--- src/rtl/ex_muldiv_unit.sv ---
// Iterative unsigned multiply/divide unit for the EX stage: shift-add MUL and
// restoring DIV, one bit per cycle, stalling the pipe until the HI/LO pair is ready.
module ex_muldiv_unit #(
  parameter int WIDTH = 16
) (
  input  logic             clk,
  input  logic             Reset_N,
  input  logic             Start,
  input  logic             Op,
  input  logic [WIDTH-1:0] Operand_A,
  input  logic [WIDTH-1:0] Operand_B,
  input  logic             Flush,
  output logic             Stall,
  output logic             Busy,
  output logic             Done,
  output logic [WIDTH-1:0] Result_Lo,
  output logic [WIDTH-1:0] Result_Hi,
  output logic             Div_By_Zero
);

  localparam int CW = (WIDTH > 1) ? $clog2(WIDTH) : 1;

  typedef enum logic [1:0] {S_IDLE, S_RUN, S_DONE} state_e;

  state_e           state_q, state_d;
  logic [CW-1:0]    cnt_q, cnt_d;
  logic             op_q, op_d;
  logic [WIDTH-1:0] b_q, b_d;
  // MUL: hi = partial product, lo = multiplier shifting out / product low.
  // DIV: hi = partial remainder, lo = dividend shifting out / quotient in.
  logic [WIDTH-1:0] hi_q, hi_d, lo_q, lo_d;
  logic [WIDTH-1:0] res_lo_q, res_lo_d, res_hi_q, res_hi_d;
  logic             dbz_q, dbz_d;

  logic             accept;
  logic [WIDTH:0]   mul_sum;
  logic [WIDTH-1:0] mul_hi, mul_lo;
  logic [WIDTH:0]   div_shift;
  logic             div_ge;
  logic [WIDTH-1:0] div_sub, div_hi, div_lo;
  logic [WIDTH-1:0] step_hi, step_lo;

  assign accept = (state_q == S_IDLE) && Start && !Flush;

  // Shift-add step: conditional add into the upper half, then shift the pair right.
  assign mul_sum = {1'b0, hi_q} + ({(WIDTH+1){lo_q[0]}} & {1'b0, b_q});
  assign mul_hi  = mul_sum[WIDTH:1];
  assign mul_lo  = {mul_sum[0], lo_q[WIDTH-1:1]};

  // Restoring step; the subtraction fits in WIDTH bits whenever it is taken.
  assign div_shift = {hi_q, lo_q[WIDTH-1]};
  assign div_ge    = (div_shift >= {1'b0, b_q});
  assign div_sub   = div_shift[WIDTH-1:0] - b_q;
  assign div_hi    = div_ge ? div_sub : div_shift[WIDTH-1:0];
  assign div_lo    = {lo_q[WIDTH-2:0], div_ge};

  assign step_hi = op_q ? div_hi : mul_hi;
  assign step_lo = op_q ? div_lo : mul_lo;

  always_comb begin
    state_d  = state_q;
    cnt_d    = cnt_q;
    op_d     = op_q;
    b_d      = b_q;
    hi_d     = hi_q;
    lo_d     = lo_q;
    res_lo_d = res_lo_q;
    res_hi_d = res_hi_q;
    dbz_d    = dbz_q;
    case (state_q)
      S_IDLE: begin
        if (accept) begin
          op_d  = Op;
          b_d   = Operand_B;
          hi_d  = '0;
          lo_d  = Operand_A;
          cnt_d = CW'(WIDTH - 1);
          dbz_d = 1'b0;
          if (Op && (Operand_B == '0)) begin
            state_d  = S_DONE;
            res_lo_d = '1;
            res_hi_d = Operand_A;
            dbz_d    = 1'b1;
          end else begin
            state_d = S_RUN;
          end
        end
      end
      S_RUN: begin
        if (Flush) begin
          state_d = S_IDLE;
        end else begin
          hi_d = step_hi;
          lo_d = step_lo;
          if (cnt_q == '0) begin
            // Results land on the DONE edge so they are valid while Done is high.
            state_d  = S_DONE;
            res_hi_d = step_hi;
            res_lo_d = step_lo;
          end else begin
            cnt_d = cnt_q - 1'b1;
          end
        end
      end
      S_DONE:  state_d = S_IDLE;
      default: state_d = S_IDLE;
    endcase
  end

  always_ff @(posedge clk or negedge Reset_N) begin
    if (!Reset_N) begin
      state_q  <= S_IDLE;
      cnt_q    <= '0;
      op_q     <= 1'b0;
      b_q      <= '0;
      hi_q     <= '0;
      lo_q     <= '0;
      res_lo_q <= '0;
      res_hi_q <= '0;
      dbz_q    <= 1'b0;
    end else begin
      state_q  <= state_d;
      cnt_q    <= cnt_d;
      op_q     <= op_d;
      b_q      <= b_d;
      hi_q     <= hi_d;
      lo_q     <= lo_d;
      res_lo_q <= res_lo_d;
      res_hi_q <= res_hi_d;
      dbz_q    <= dbz_d;
    end
  end

  assign Stall       = accept || (state_q == S_RUN);
  assign Busy        = (state_q == S_RUN);
  assign Done        = (state_q == S_DONE);
  assign Result_Lo   = res_lo_q;
  assign Result_Hi   = res_hi_q;
  assign Div_By_Zero = dbz_q;

endmodule

--- config.mk ---
export PLATFORM = sky130hd
export DESIGN_NAME = ex_muldiv_unit
export DESIGN_NICKNAME = d
export VERILOG_FILES = /design/src/rtl/ex_muldiv_unit.sv
export SDC_FILE = /design/constraint.sdc
export NUM_CORES = 1
export LEC_CHECK = 0
export CAP_MARGIN = 5
export CORE_UTILIZATION = 55
export CTS_BUF_LIST = sky130_fd_sc_hd__clkbuf_8
export DETAILED_ROUTE_END_ITERATION = 16
export GPL_TIMING_DRIVEN = 1
export MAX_ROUTING_LAYER = met4
export PLACE_DENSITY_LB_ADDON = 0.08
export SYNTH_ARGS = -nofsm -noshare
export SYNTH_HDL_FRONTEND = slang
export SYNTH_SLANG_ARGS = --single-unit
--- constraint.sdc ---
create_clock -name clk -period 3.8 [get_ports clk]
set_input_delay 1.14 -clock clk [delete_from_list [all_inputs] [get_ports clk]]
set_output_delay 1.14 -clock clk [all_outputs]
set_load 0.03 [all_outputs]
==> metrics.cfg <==
[run_status]
status = finished clean

[min_path]
hp-start = Result_Lo[0]
whs_path_depth = 2
hold_path.class = reg2reg
hold-path-endpoint = Result_Lo[0]

[global_routing]
grt_pass1_wl_mm = 24.6
grt_start_max_net_pins = 45
grt_pass1_vias = 4800
overflow = 0
grt_usage_pct = 32.1
grt_antenna_before_repair = 0

[power_and_ir_drop]
power_mw = 6.76
cellLeakagePower_nw = 3.05
p_per_area_nw_per_um2 = 1000
ir_worst_vdd_mv = 0.518

[timing]
relSlewSlack_pct = 58.4
finClkSkew_ns = 0.0140
period_needed_ns = 3.39
hold_viol = 0
report.final.setup_viol = 0
grt_setup_unrepaired = false
worstMarginPinSlew_ns = 0.623
period_share_pct = 89.3
fin_tns_setup_ns = 0
drv_slew = 0
fmax_ghz = 0.295
timing.hold.ws_ns = 0.517

[clock_tree]
cts-root-buf = clkbuf_8
cts_buffers = 9
ctsResizeCount = 0
cts_setup_buffers = 0
path_clk_slew_ns = 0.09
htreeDepth = 3
clock-sinks = 88
clockBufferDepth = 2
insertion_delay_ns = 0.36
cts-hold-fix-buffers = 0
cts_tree = built

[worst_setup_path]
r2r_slack_ns = 0.41
cp_num_buf_inv = 0
cp_slowest_stage_delay_ns = 0.60
end_kind = flop
cp-startpoint = lo_q[0]
ff2ff_path_depth = 11
critPathArrivalTime_ns = 3.62
worstSetupPathType = reg2reg
cp.required_ns = 4.03
r2r_end = hi_q[13]
path_cells = and2_1 -> ha_1 -> fa_1 -> a21oi_1 -> o311ai_0 -> and4_1 -> o211ai_1 -> nand2_1 -> xor2_1 -> mux2i_1 -> o21ai_0
critPathSlowestCell = dfrtp_1
cp_top_family = compound AO/OA/AOI/OAI gates
cp-start-kind = flop
crit_fanout = 18
r2r_start = lo_q[0]

[die]
start_util_pct = 57.1
dieArea_um2 = 10700
die-height_um = 103
core-area_um2 = 9860
design.portCount = 73
std_cell_rows = 36
die_x_um = 103

[cells_and_area]
diodes = 0
drive_gt1_share_pct = 6.86
multi_input_area_um2 = 3210
seq_area_um2 = 2200
fin_nets = 782
fill_cells = 787
syn_to_final_growth_pct = 19.7

[route]
dr_total_vias = 5086
finalWirelength_mm = 15.7
avgViaCountPerCell = 6.00
drc = 0
ant_nets = 0
wire_per_inst_um = 18.6
drtIter0Drc = 281
dr.pass1.iters = 4

[yosys]
ys.flop_type = dfrtp_1
ys_seq_area_share_pct = 39.1
postSynthAreaPerCell_um2 = 8.81
synth_fp_nets = 712
synth-warning-count = 0
synthTopCellsByCount = dfrtp_1 (88), nand2_1 (77), a21oi_1 (65)
synth.top_cell.area_share_pct = 39.1
ys_ff_latch = 88
synthCells = 640
yosysMostFrequentCell = dfrtp_1
synth.largest_area_cell = dfrtp_1
synth_area_um2 = 5640
async_flop_share_pct = 100
ys_top_cells_by_area = dfrtp_1 (39%), ha_1 (7.3%), a21oi_1 (5.8%)
synth_enable_flop_cells = 0
synth.distinct_cells = 66

[placed_design]
gp_congestion = 0.965
io_buffers = 72
post-dp-hpwl_mm = 11.9

[flow_run]
maxCapViolCount = 0

[layout by cell type, fill, tap and decap left out, types with 4 or more instances in the layout]
cell type         n
a21o_1           15
a21oi_1          65
a22o_1            8
a31oi_1           9
and2_1           17
and3_1            7
buf_4            17
clkbuf_8          9
clkdlybuf4s50_1  70
dfrtp_1          87
ha_1             33
inv_1            26
mux2_2            5
mux2i_1          24
nand2_1          77
nand2b_1          4
nand3_1          12
nand4_1           4
nor2_1           60
nor2b_1           4
nor3_1            5
o211ai_1          4
o21ai_0          56
or3_1             6
xnor2_1          11
xor2_1           16
[kinds of logic after synthesis]
| logic type | Yosys count | synth area share (%) |
|---|---|---|
| buf+inv | 55 | 4.06 |
| fa+ha+maj | 35 | 8.04 |
| mux | 32 | 6.19 |
| compound gates | 196 | 21.4 |
| simple gates | 207 | 17.0 |
| xor+xnor | 27 | 4.20 |
| flops | 88 | 39.1 |
[power breakdown]
| part | switching (mW) | total [mW] | internal [mW] | leakage, nW |
|---|---|---|---|---|
| Clock | 0.360 | 0.798 | 0.438 | 0.120 |
| Sequential | 0.389 | 1.72 | 1.33 | 1.03 |
| Combinational | 2.50 | 4.24 | 1.74 | 1.90 |
| Total | 3.25 | 6.76 | 3.52 | 3.05 |
[worst reg2reg max path: stages, from the launching register on]
cell and delay [ns]:
dfrtp_1 0.60, and2_1 0.26, ha_1 0.22, fa_1 0.41
a21oi_1 0.27, o311ai_0 0.21, and4_1 0.28, o211ai_1 0.22
nand2_1 0.10, xor2_1 0.16, mux2i_1 0.39, o21ai_0 0.15
[final cells by class]
class                      count  area share, %
clock buffer                   9           1.84
sequential                    88           32.7
tap                          133           2.47
clock inverter                 6           1.73
multi-input combinational    497           47.5
timing repair buffer          87           12.3
inverter                      27           1.50
[routing by layer]
layer  GRT usage, %  wire (µm)  up-vias
li1               -          -     2411
met5              -          0        -
met2           49.9       7430      169
met1           44.5       7080     2482
met3           3.56        937       24
met4           9.43        291        0
[stage by stage]
stage          setup WS (ns)  std cells  util, %  instance area (µm²)
3_5_place_dp           0.382        832     65.9                 6500
3_3_place_gp           0.505        832     65.9                 6500
4_1_cts                0.475        847     68.4                 6750
2_1_floorplan           1.06        640        -                 5640
5_1_grt                0.281        847     68.4                 6750
6_report               0.407        847     68.4                 6750
[registers in the layout, summed over array words and instances, names as in the netlist]
signal	flops
cnt_q	4
hi_q	16
Result_Lo	16
Div_By_Zero	1
b_q	16
lo_q	16
state_q	2
op_q	1
Result_Hi	16
[worst max path at each step]
| stage | cells after the start | slack (ns) | end |
|---|---|---|---|
| 6_report | 11 | 0.41 | hi_q[13] |
| 5_1_grt | 11 | 0.28 | Result_Hi[13] |
| 4_1_cts | 11 | 0.47 | hi_q[13] |
| 3_5_place_dp | 11 | 0.38 | Result_Hi[6] |
| 3_3_place_gp | 4 | 0.50 | Stall |
| 2_1_floorplan | 2 | 1.06 | Stall |
Power figures use the tool's default switching activity.
